$ cat src/rtl/symbol_byte_sender.sv
// symbol_byte_sender
// Encodes a 2-bit display symbol into the line byte understood by the receive
// side digit decoder and offers bursts of such bytes to the UART transmitter
// over a valid/ready handshake, with a fixed idle gap between bytes.

module symbol_byte_sender #(
  parameter int GAP_CYCLES = 16
) (
  input  logic       clk,
  input  logic       reset,
  input  logic       start,
  input  logic [1:0] sym,
  input  logic       seq,
  input  logic [2:0] rpt,
  output logic [7:0] tx_data,
  output logic       tx_valid,
  input  logic       tx_ready,
  output logic       busy,
  output logic       done
);

  typedef enum logic [1:0] {
    ST_IDLE = 2'd0,
    ST_SEND = 2'd1,
    ST_GAP  = 2'd2
  } state_t;

  localparam logic [7:0] GAP_LOAD = 8'(GAP_CYCLES);

  state_t     state_r, state_s;
  logic [1:0] idx_r, idx_s;
  logic       seq_r, seq_s;
  logic [2:0] rem_r, rem_s;
  logic [7:0] gap_r, gap_s;
  logic [7:0] data_r, data_s;
  logic       valid_r, valid_s;
  logic       busy_r, busy_s;
  logic       done_r, done_s;

  // Symbol code to line byte; the 2-bit index makes any other byte impossible.
  function automatic logic [7:0] enc(input logic [1:0] code);
    logic [7:0] byte_v;
    case (code)
      2'd0:    byte_v = 8'hAA;
      2'd1:    byte_v = 8'h55;
      2'd2:    byte_v = 8'hCC;
      2'd3:    byte_v = 8'h89;
      default: byte_v = 8'hAA;
    endcase
    return byte_v;
  endfunction

  // Next-state and next-output computation; every output is registered.
  always_comb begin
    state_s = state_r;
    idx_s   = idx_r;
    seq_s   = seq_r;
    rem_s   = rem_r;
    gap_s   = gap_r;
    data_s  = data_r;
    valid_s = valid_r;
    busy_s  = busy_r;
    done_s  = 1'b0;
    case (state_r)
      ST_IDLE: begin
        if (start) begin
          idx_s   = sym;
          seq_s   = seq;
          rem_s   = rpt;
          gap_s   = 8'd0;
          data_s  = enc(sym);
          valid_s = 1'b1;
          busy_s  = 1'b1;
          state_s = ST_SEND;
        end else begin
          data_s  = 8'h00;
          valid_s = 1'b0;
          busy_s  = 1'b0;
        end
      end
      ST_SEND: begin
        if (tx_ready) begin
          if (rem_r == 3'd0) begin
            // Last byte accepted: finish the burst with a single done pulse.
            data_s  = 8'h00;
            valid_s = 1'b0;
            busy_s  = 1'b0;
            done_s  = 1'b1;
            state_s = ST_IDLE;
          end else begin
            rem_s   = rem_r - 3'd1;
            idx_s   = seq_r ? (idx_r + 2'd1) : idx_r;
            gap_s   = GAP_LOAD;
            valid_s = 1'b0;
            busy_s  = 1'b1;
            state_s = ST_GAP;
          end
        end else begin
          // Back-pressure: hold the offered byte unchanged.
          valid_s = 1'b1;
          busy_s  = 1'b1;
        end
      end
      ST_GAP: begin
        // Reaching zero on this edge re-enters SEND so the gap is exactly
        // GAP_LOAD cycles of tx_valid low.
        if (gap_r <= 8'd1) begin
          gap_s   = 8'd0;
          data_s  = enc(idx_r);
          valid_s = 1'b1;
          busy_s  = 1'b1;
          state_s = ST_SEND;
        end else begin
          gap_s   = gap_r - 8'd1;
          valid_s = 1'b0;
          busy_s  = 1'b1;
        end
      end
      default: begin
        state_s = ST_IDLE;
        idx_s   = 2'd0;
        seq_s   = 1'b0;
        rem_s   = 3'd0;
        gap_s   = 8'd0;
        data_s  = 8'h00;
        valid_s = 1'b0;
        busy_s  = 1'b0;
      end
    endcase
  end

  // State and output registers; reset abandons any burst in progress.
  always_ff @(posedge clk or negedge reset) begin
    if (!reset) begin
      state_r <= ST_IDLE;
      idx_r   <= 2'd0;
      seq_r   <= 1'b0;
      rem_r   <= 3'd0;
      gap_r   <= 8'd0;
      data_r  <= 8'h00;
      valid_r <= 1'b0;
      busy_r  <= 1'b0;
      done_r  <= 1'b0;
    end else begin
      state_r <= state_s;
      idx_r   <= idx_s;
      seq_r   <= seq_s;
      rem_r   <= rem_s;
      gap_r   <= gap_s;
      data_r  <= data_s;
      valid_r <= valid_s;
      busy_r  <= busy_s;
      done_r  <= done_s;
    end
  end

  assign tx_data  = data_r;
  assign tx_valid = valid_r;
  assign busy     = busy_r;
  assign done     = done_r;

endmodule

$ cat config.mk
export PLATFORM = sky130hd
export DESIGN_NAME = symbol_byte_sender
export DESIGN_NICKNAME = d
export VERILOG_FILES = /design/src/rtl/symbol_byte_sender.sv
export SDC_FILE = /design/constraint.sdc
export NUM_CORES = 1
export LEC_CHECK = 0
export CORE_ASPECT_RATIO = 0.8
export CORE_MARGIN = 2
export CORE_UTILIZATION = 54
export DETAILED_ROUTE_END_ITERATION = 16
export PLACE_DENSITY = 0.79
export SYNTH_ARGS = -nofsm -noshare
export SYNTH_HDL_FRONTEND = slang
export SYNTH_SLANG_ARGS = --single-unit
$ cat constraint.sdc
create_clock -name clk -period 2.5 [get_ports clk]
set_input_delay 0.375 -clock clk [delete_from_list [all_inputs] [get_ports clk]]
set_output_delay 0.375 -clock clk [all_outputs]
set_load 0.01 [all_outputs]
; ---- Yosys cells after proc, flatten, opt, wreduce, memory -nomap -nowiden
; Cells that the tools add are included.
; Widths: inputs -> output; s select.
[op_classes]
add_sub_neg = 3
magnitude_cmp = 1
n_eq_ne = 14
mux = 38
bitwise = 2
n_reduce_logical = 11
[op_table]
columns = cell, count
row1 = $mux 8, 8
row2 = $pmux 8 s4, 2
row3 = $pmux 8 s3, 2
row4 = $mux 2, 8
row5 = $ne 2x2->1 const B, 6
row6 = $pmux 2 s3, 2
row7 = $eq 2x2->1 const B, 5
row8 = $mux 1, 9
row9 = $mux 3, 3
row10 = $pmux 3 s3, 1
row11 = $reduce_and 3->1, 3
row12 = $le 8x1->1 const B, 1
row13 = $sub 8x1->8 const B, 1
row14 = $eq 2x1->1 const B, 3
row15 = $logic_not 2->1, 3
row16 = $pmux 1 s3, 2
row17 = $reduce_and 5->1, 1
row18 = $reduce_and 4->1, 1
row19 = $logic_not 3->1, 1
row20 = $sub 3x1->3 const B, 1
row21 = $add 2x1->2 const B, 1
row22 = $not 1->1, 2
row23 = $pmux 1 s2, 1
row24 = $reduce_and 2->1, 1
row25 = $reduce_or 2->1, 1
[totals]
reg_bits = 27
in_bits = 10
output_inout_bits = 11
wordCells = 78

; ---- Logic depth before layout (Yosys ltp)
; Gate-level depths: netlist (run 1).
[logic_depth]
depth_word = 5
depth_mapped = 8
depth_no_buf = 7

; ---- Least setup slack after synthesis (run 1)
; OpenSTA, ideal clock, no wires.
[synth_path]
kind = register to register
start = reg gap_r[0]
end = reg data_r[5] (netlist: tx_data[5])
setup_ps = 128
t_arrival_ps = 1648
slack_ps = 725
path_stages_with_launch = 7
path_buffers = 0
synth_period_minus_slack_ps = 1775
cell_sequence = dfrtp_1 -> inv_1 -> ha_1 -> or2_2 -> a31oi_4 -> a21oi_4 -> mux2_1
[synth_via]
elab_chain_len = 3
[synth_lines]
columns = element, line
row1 = "start, declared", 34  ; logic [7:0] gap_r, gap_s;
row2 = "start signal, assigned", 149  ; gap_r <= gap_s;
row3 = $le 8x1->1, 107  ; if (gap_r <= 8'd1) begin
row4 = $ne 2x2->1 (no source line), n/a
row5 = $reduce_and 3->1 (no source line), n/a
row6 = "end signal, assigned", 150  ; data_r <= data_s;
row7 = "end, declared", 35  ; logic [7:0] data_r, data_s;
; No other way between the ends.
; A chain may end at the register's enable or synchronous reset.

; ---- Worst setup path in the final report (run 1)
[layout_path]
start = reg gap_r[0]
end = reg gap_r[6]
[layout_via]
elab_chain_len = 3
[layout_lines]
columns = element, line
row1 = $sub 8x1->8 or $le 8x1->1 (tied branches), "114, 107"
row2 = $mux 8 *, 107
row3 = $pmux 8 s3 *, 64  ; case (state_r)
; Mark *: on every way between the ends. The rest lies on a longest branch, timed or not.

==> results.cfg, run 1 <==
[sta]
setup_violations = 0
fin_ws_ns = 0.383
timing.fmax_ghz = 0.472
finalClockSkew_ns = 0.00790
tns_ns = 0
period_share_pct = 84.7
maxSlewViolCount = 0
hold_viol_final = 0
period_needed_ns = 2.12
grt_setup_unrepaired = no
relSlewSlack_pct = 60.2
tightest_slew_ns = 0.598

[place]
place_ws_ns = 0.395
io_buffers = 20
hpwl_um = 2420
dpl.cell_count = 212
gp_congestion = 0.850

[logic_synthesis]
ys_async_sr_fraction_pct = 100
synth_top_area_share_pct = 39.0
ys.flop_type = dfrtp_1
synth.avg_cell_area_um2 = 9.69
synth_area_um2 = 1540
synth-simple-area-share_pct = 14.4
synth_nets = 185
synth_mux_area_share_pct = 4.96
synth_top_family_by_area = compound AO/OA/AOI/OAI gates
synth_fa_ha_area_share_pct = 13.0
yosysWarnings = 0
ys_seq_area_share_pct = 39.0
synth_top_cells_by_area = dfrtp_1, ha_1, inv_1
yosys.area.top_type = dfrtp_1
synth_edf_count = 0
synth_seq_cells = 24
synth_cells = 159
synth_compound_area_share_pct = 21.8
synth_xor_area_share_pct = 0
ys_types = 43

[cells_and_area]
final_common_cell = dfrtp_1
final-seq-area_um2 = 601
drive_gt1_share_pct = 9.55
num-nets-final = 205
area_delta_synth_final_pct = 18.2
n_antenna_cell = 0
layout.cells.non_filler = 216
fillers = 202
layout_common_cells = dfrtp_1, clkdlybuf4s50_1, inv_1
multi_input_area_um2 = 833

[setup_path]
critPathMaxStageDelay_ns = 0.47
cp_cell_sequence = inv_1, ha_1, or2_2, a31oi_2, nand2_1, o31ai_1
crit_required_ns = 2.74
r2r_cells = 6
path_delay_family = compound AO/OA/AOI/OAI gates
end_kind = register
cp.buffers_inverters = 1
cp_num_cells = 6
slowest_stage = dfrtp_1
path_class = reg2reg
crit_fanout = 9
crit_start = gap_r[0]
cp-endpoint = gap_r[6]
rrSetupSlack_ns = 0.38
r2r_end = gap_r[6]
arrival_ns = 2.36
r2r-start = gap_r[0]
cp-start-kind = register

[clocking]
ctsRootBufferMaster = clkbuf_4
clkTransAtPathRegs_ns = 0.14
worstSkewPairLatency_ns = 0.33
cts_tree = built
cts-buffers-inserted = 3
cts_setup_buffers = 0
ctsResizeCount = 0
hold_buffers = 0
cts_max_path_buffers = 2
clock_sinks = 24
h-tree-depth = 1

[routing]
post-route-drc-count = 0
wl_per_cell_um = 14.8
drtIter0Drc = 77
viasPerCell = 5.78
via_count = 1248
antenna_left = 0
first_pass_iters = 4
routed_wl_um = 3200

[floorplanning]
die-height_um = 51.8
io_pins = 21
core_area_um2 = 2740
std_cell_rows = 17
start_util_pct = 56.1
die_area_um2 = 3300
fp.dieW_um = 63.7

[global_routing]
grt_pass1_wl_um = 5930
grt_usage_pct = 23.8
grt.overflow.total = 0
grt_pass1_vias = 1293
grt_max_degree = 25
antenna_found_initial = 0

[job]
maxCapViolCount = 0

[run_status]
outcome = complete, no violations

[pwr]
p_sw_share_pct = 42.4
p_seq_share_pct = 30.0
p_per_area_nw_per_um2 = 1190
clock_power_share_pct = 13.3
power.internal_uw = 1240
leakage_uw = 0.000843
p_sw_uw = 915
pwr-share-comb_pct = 56.7
worst_ir_drop_vdd_v = 0.000621

[min_path]
hold_class = in2async
-- cell usage after synthesis (all sizes together) (2+ instances only) --
| master | n |
|---|---|
| a22oi | 5 |
| clkbuf | 4 |
| nand3 | 3 |
| nand2 | 15 |
| nor3 | 2 |
| buf | 4 |
| ha | 16 |
| nand4 | 4 |
| inv | 17 |
| dfrtp | 24 |
| o21ai | 5 |
| a31oi | 6 |
| a32o | 3 |
| a21oi | 11 |
| nand2b | 2 |
| a22o | 2 |
| nor2 | 10 |
| mux2i | 2 |
| mux2 | 5 |
-- area by class of cell --
type | count | area share, %
Tap cell | 38 | 2.61
Sequential cell | 24 | 33.0
Multi-Input combinational cell | 110 | 45.8
Clock buffer | 3 | 1.24
Timing Repair Buffer | 23 | 12.2
Inverter | 17 | 3.51
Clock inverter | 1 | 1.65
-- registers in the layout (all words and copies together) (netlist names) --
name / flops
tx_valid: 1
busy: 1
idx_r: 2
rem_r: 3
gap_r: 8
seq_r: 1
done: 1
tx_data: 5
state_r: 2
-- per-stage QoR --
step / hold WS (ns) / total power (uW) / area (um^2) / utilization [%]
final: 0.373 / 2160 / 1820 / 66.3
after global routing: 0.381 / 2360 / 1820 / 66.3
after CTS: 0.384 / 2170 / 1820 / 66.3
after detailed placement: 0.500 / 1870 / 1770 / 64.4
after global placement: 0.483 / 1820 / 1770 / 64.4
after floorplan: 0.0794 / 1500 / 1540 / -
-- power groups by stage --
stage / Clock (uW) / Sequential [uW] / Combinational (uW)
4_1_cts: 290 / 651 / 1230
3_3_place_gp: 0 / 649 / 1180
2_1_floorplan: 0 / 654 / 846
6_report: 287 / 648 / 1220
3_5_place_dp: 0 / 658 / 1220
5_1_grt: 307 / 670 / 1380
-- cell families (layout without fill, tap and decap cells) --
logic type	count (synthesis)	after routing
fa+ha+maj	16	16
mux	7	7
compound gates	44	44
buf+inv	25	44
simple gates	43	43
flops	24	24
-- how the worst min path moves through the flow --
stage	start	to	slack [ns]	depth (start not counted)
CTS	reset	idx_r[0]	0.38	2
detailed placement	tx_data[0]	tx_data[0]	0.50	1
finish	reset	idx_r[1]	0.37	2
floorplan	reset	busy	0.08	0
global placement	gap_r[7]	gap_r[7]	0.48	2
global route	reset	idx_r[1]	0.38	2
-- routing by layer --
metal | track usage, % | vias up | part of all wire (%)
met5 | 0 | - | 0
met4 | 9.78 | 0 | 1.3
met3 | 6.06 | 5 | 4.6
met2 | 39.5 | 35 | 49
met1 | 29.9 | 603 | 45
li1 | - | 605 | -
Note: power is estimated with default switching activity, not from simulation.
==> inputs of run 2 (changes only) <==
--- a/config.mk
+++ b/config.mk
@@ -7,9 +7,9 @@
 export LEC_CHECK = 0
 export CORE_ASPECT_RATIO = 0.8
 export CORE_MARGIN = 2
-export CORE_UTILIZATION = 54
+export CORE_UTILIZATION = 49
 export DETAILED_ROUTE_END_ITERATION = 16
-export PLACE_DENSITY = 0.79
+export PLACE_DENSITY = 0.75
 export SYNTH_ARGS = -nofsm -noshare
 export SYNTH_HDL_FRONTEND = slang
 export SYNTH_SLANG_ARGS = --single-unit
==> constraint.sdc (replaced) <==
create_clock -name clk -period 1.8 [get_ports clk]
set_input_delay 0.27 -clock clk [delete_from_list [all_inputs] [get_ports clk]]
set_output_delay 0.27 -clock clk [all_outputs]
set_load 0.01 [all_outputs]
==> run 2 against run 1 <==
Against the previous run: clock-buffer cell count increased by 1; critical path depth decreased by 2; sequential cell count unchanged; largest cell class unchanged.
==> results.cfg, run 2 (synthesis results as in run 1) <==
[global_routing]
grt_pass1_wl_um = 5930
grt_max_degree = 25
grt_pass1_vias = 1338
grt_usage_pct = 22.5
antenna_found_initial = 0
grt.overflow.total = 0

[clocking]
h-tree-depth = 1
clkTransAtPathRegs_ns = 0.09
cts-buffers-inserted = 3
ctsRootBufferMaster = clkbuf_8
clock_sinks = 24
cts_max_path_buffers = 2
hold_buffers = 0
worstSkewPairLatency_ns = 0.27
cts_tree = built

[pwr]
leakage_uw = 0.000977
total_power_uw = 3420
worst_ir_drop_vdd_v = 0.000848
p_per_area_nw_per_um2 = 1660

[routing]
viasPerCell = 5.64
wl_per_cell_um = 15.5
antenna_left = 0
routed_wl_um = 3760
drtIter0Drc = 106
first_pass_iters = 4
via_count = 1365
post-route-drc-count = 0

[setup_path]
end_kind = register
cp.buffers_inverters = 0
crit_start = gap_r[2]
crit_fanout = 5
r2r-start = gap_r[2]
critPathMaxStageDelay_ns = 0.44
slowest_stage = nor4_4
path_class = reg2reg
path_delay_family = compound AO/OA/AOI/OAI gates
crit_required_ns = 1.96
cp-start-kind = register
cp_cell_sequence = nor4_4, a31oi_4, a21oi_4, mux2_4
arrival_ns = 1.92

[sta]
relSlewSlack_pct = 73.7
tightest_slew_ns = 0.392
maxSlewViolCount = 0
setup_violations = 0
period_needed_ns = 1.76
period_share_pct = 97.7
timing.fmax_ghz = 0.568
finalClockSkew_ns = 0.00490
tns_ns = 0
hold_viol_final = 0

[place]
gp_congestion = 0.838
hpwl_um = 2720
io_buffers = 20
dpl_cell_area_um2 = 1930
dpl.cell_count = 235

[floorplanning]
io_pins = 21
die-height_um = 54.1
core_area_um2 = 3040
die_area_um2 = 3610
std_cell_rows = 18
fp.dieW_um = 66.7
start_util_pct = 50.7

[cells_and_area]
final_common_cell = buf_4
n_antenna_cell = 0
top_register = gap_r
area_delta_synth_final_pct = 33.3
layout.cells.non_filler = 242
layout_common_cells = buf_4, dfrtp_1, clkdlybuf4s50_1
num-nets-final = 229
largest_reg_flops = 8
postLayoutCellArea_um2 = 2050
drive_gt1_share_pct = 24.3

[run_status]
outcome = complete, no violations

[job]
maxCapViolCount = 0

[min_path]
hold_class = in2async
[run 2: path summary, 6_finish.rpt]
path	cells after the start	endpoint	slack, ns
max	4	tx_data[0]	0.04
min	2	idx_r[1]	0.35
max reg2reg	4	tx_data[0]	0.04
min reg2reg	2	gap_r[7]	0.52
max in group asynchronous	2	idx_r[0]	1.20
min in group clk	2	gap_r[7]	0.52
[run 2: through the flow]
stage	util, %	hold WS (ns)	setup WS [ns]
floorplan	-	-0.0256	0.0249
global placement	63.4	0.485	0.0634
detailed placement	63.4	0.496	0.0176
CTS	65.2	0.372	0.00236
global route	67.5	0.387	-0.0136
finish	67.5	0.353	0.0405
[run 2: power breakdown]
| part | switching, uW | total, uW | internal, uW |
|---|---|---|---|
| Combinational | 1080 | 2150 | 1070 |
| Clock | 178 | 373 | 196 |
| Sequential | 155 | 894 | 738 |
| Total | 1420 | 3420 | 2000 |
[run 2: layout make-up]
cell class,count,area (um^2)
fill,241,987
multi-input combinational,110,881
sequential,24,601
timing repair buffer,47,403
inverter,17,63.8
clock buffer,4,55.1
tap,40,50.0
[run 2: routing by layer]
layer  track usage (%)  wire length [um]  up-vias  part of all wire (%)
li1                  -                 -      654                     -
met1              26.8              1590      657                    42
met2              40.8              1900       44                    51
met3              4.18               184       10                   4.9
met4              8.50                89        0                   2.4
met5                 0                 0        -                     0
[run 2: worst reg2reg max path: stages (launching register included)]
cell and delay (ns):
dfrtp_1 0.42, nor4_4 0.44, a31oi_4 0.18, a21oi_4 0.28, mux2_4 0.34
[run 2: repair_timing]
action,CTS,global route
buffers inserted,0,3
resized for setup,0,13
endpoints found under the setup margin,0,16
==> inputs of run 3 (changes only) <==
--- a/config.mk
+++ b/config.mk
@@ -5,11 +5,13 @@
 export SDC_FILE = /design/constraint.sdc
 export NUM_CORES = 1
 export LEC_CHECK = 0
+export CELL_PAD_IN_SITES_DETAIL_PLACEMENT = 1
+export CELL_PAD_IN_SITES_GLOBAL_PLACEMENT = 1
 export CORE_ASPECT_RATIO = 0.8
 export CORE_MARGIN = 2
-export CORE_UTILIZATION = 49
+export CORE_UTILIZATION = 38
 export DETAILED_ROUTE_END_ITERATION = 16
-export PLACE_DENSITY = 0.75
+export PLACE_DENSITY_LB_ADDON = 0.1
 export SYNTH_ARGS = -nofsm -noshare
 export SYNTH_HDL_FRONTEND = slang
 export SYNTH_SLANG_ARGS = --single-unit
==> run 3 against run 2 <==
Against the previous run: setup slack better by 0.019 ns; clock power fell by 12%; critical path type unchanged; cell count increased by 4.5%; sequential cell count unchanged; global-route usage decreased by 3.2 points.
==> results.cfg, run 3 (synthesis results as in run 1) <==
[sta]
timing.fmax_ghz = 0.575
period_needed_ns = 1.74
period_share_pct = 96.7
tightest_slew_ns = 0.381
maxSlewViolCount = 0
finalClockSkew_ns = 0.00545
fin_ws_ns = 0.0596
hold_viol_final = 0
relSlewSlack_pct = 74.6
setup_violations = 0
grt_setup_unrepaired = yes

[pwr]
worst_ir_drop_vdd_v = 0.000602
p_per_area_nw_per_um2 = 1630
leakage_uw = 0.000968

[global_routing]
grt_max_degree = 25
grt_pass1_vias = 1433
grt.overflow.total = 0
antenna_found_initial = 0
grt_pass1_wl_um = 6610
grt_usage_pct = 19.3

[clocking]
clock_sinks = 24
ctsRootBufferMaster = clkbuf_8
worstSkewPairLatency_ns = 0.27
hold_buffers = 0
cts_tree = built
cts-buffers-inserted = 3
h-tree-depth = 1
clkTransAtPathRegs_ns = 0.09
cts_max_path_buffers = 2

[routing]
viasPerCell = 5.31
first_pass_iters = 4
drtIter0Drc = 42
post-route-drc-count = 0
via_count = 1344
antenna_left = 0
routed_wl_um = 3990
wl_per_cell_um = 15.8

[place]
gp_congestion = 0.832
io_buffers = 20
place_ws_ns = 0.0126
hpwl_um = 3050
dpl.cell_count = 248

[setup_path]
end_kind = register
crit_fanout = 5
r2r_cells = 7
path_class = reg2reg
cp-start-kind = register
arrival_ns = 1.90
crit_required_ns = 1.96

[floorplanning]
start_util_pct = 40.0
die-height_um = 60.9
core_area_um2 = 3850
io_pins = 21
std_cell_rows = 20
fp.dieW_um = 75.2
die_area_um2 = 4580

[cells_and_area]
n_antenna_cell = 0
fillers = 449
area_delta_synth_final_pct = 32.8
top_register = gap_r
final-seq-area_um2 = 601
num-nets-final = 226
layout_common_cells = dfrtp_1, buf_4, clkdlybuf4s50_1
largest_reg_flops = 8
layout.cells.non_filler = 253
drive_gt1_share_pct = 23.2
multi_input_area_um2 = 891

[job]
maxCapViolCount = 0

[run_status]
outcome = complete, no violations

[min_path]
hold_class = in2async
-- run 3: cell types whose count changed in the layout (fill, tap and decap cells not counted), moves of 2 or more --
cell | before | now
mux2_4 | 5 | 1
buf_4 | 27 | 24
mux2_1 | 0 | 2
mux2_2 | 0 | 2
-- run 3: timing repair --
action	in CTS	in global routing
resized for setup	0	14
buffers inserted	0	2
endpoints found under the setup margin	0	16
endpoints found under the hold margin	0	0
-- run 3: layer usage --
layer	track usage [%]	up-vias	wire, um
met1	25.1	665	1910
met3	3.82	7	113
met4	6.77	0	61
li1	-	653	-
met2	32.2	19	1900
met5	0	-	0
-- run 3: report_power, final --
| group | switching [uW] | internal, uW | leakage, uW |
|---|---|---|---|
| logic | 1110 | 1010 | 0.000634 |
| registers | 157 | 738 | 0.000312 |
| clock network | 177 | 150 | 0.0000216 |
| total | 1440 | 1900 | 0.000968 |
-- run 3: worst paths after layout --
kind                            startpoint          to  slack, ns
max in group asynchronous            reset  tx_data[5]       1.18
worst min-delay path                 reset    rem_r[2]       0.37
worst max-delay path              rem_r[0]  tx_data[4]       0.06
worst min register to register  tx_data[4]  tx_data[4]       0.52
min in group clk                tx_data[4]  tx_data[4]       0.52
worst max register to register    rem_r[0]  tx_data[4]       0.06
-- run 3: area by class of cell --
cell class / instances / share of cell area, %
sequential: 24 / 29.4
clock buffer: 3 / 2.02
inverter: 17 / 3.12
multi-input combinational: 110 / 43.5
timing repair buffer: 44 / 18.6
tap: 55 / 3.36
-- run 3: critical path: stages, from the launching register on --
cell and delay, ns:
dfrtp_1 0.40, inv_2 0.06, ha_2 0.16, ha_2 0.18, buf_4 0.12, nand2_1 0.09, a21oi_4 0.24, mux2_2 0.36
-- run 3: stage by stage --
step	cell area [um^2]	hold WS, ns	power, uW	TNS, ns	utilization (%)
2_1_floorplan	1540	-0.0256	2080	0	-
3_3_place_gp	1930	0.484	2790	0	50.1
3_5_place_dp	1930	0.501	2870	0	50.1
4_1_cts	1970	0.379	3220	0	51.2
5_1_grt	2050	0.394	3640	-0.121	53.1
6_report	2050	0.371	3340	0	53.1
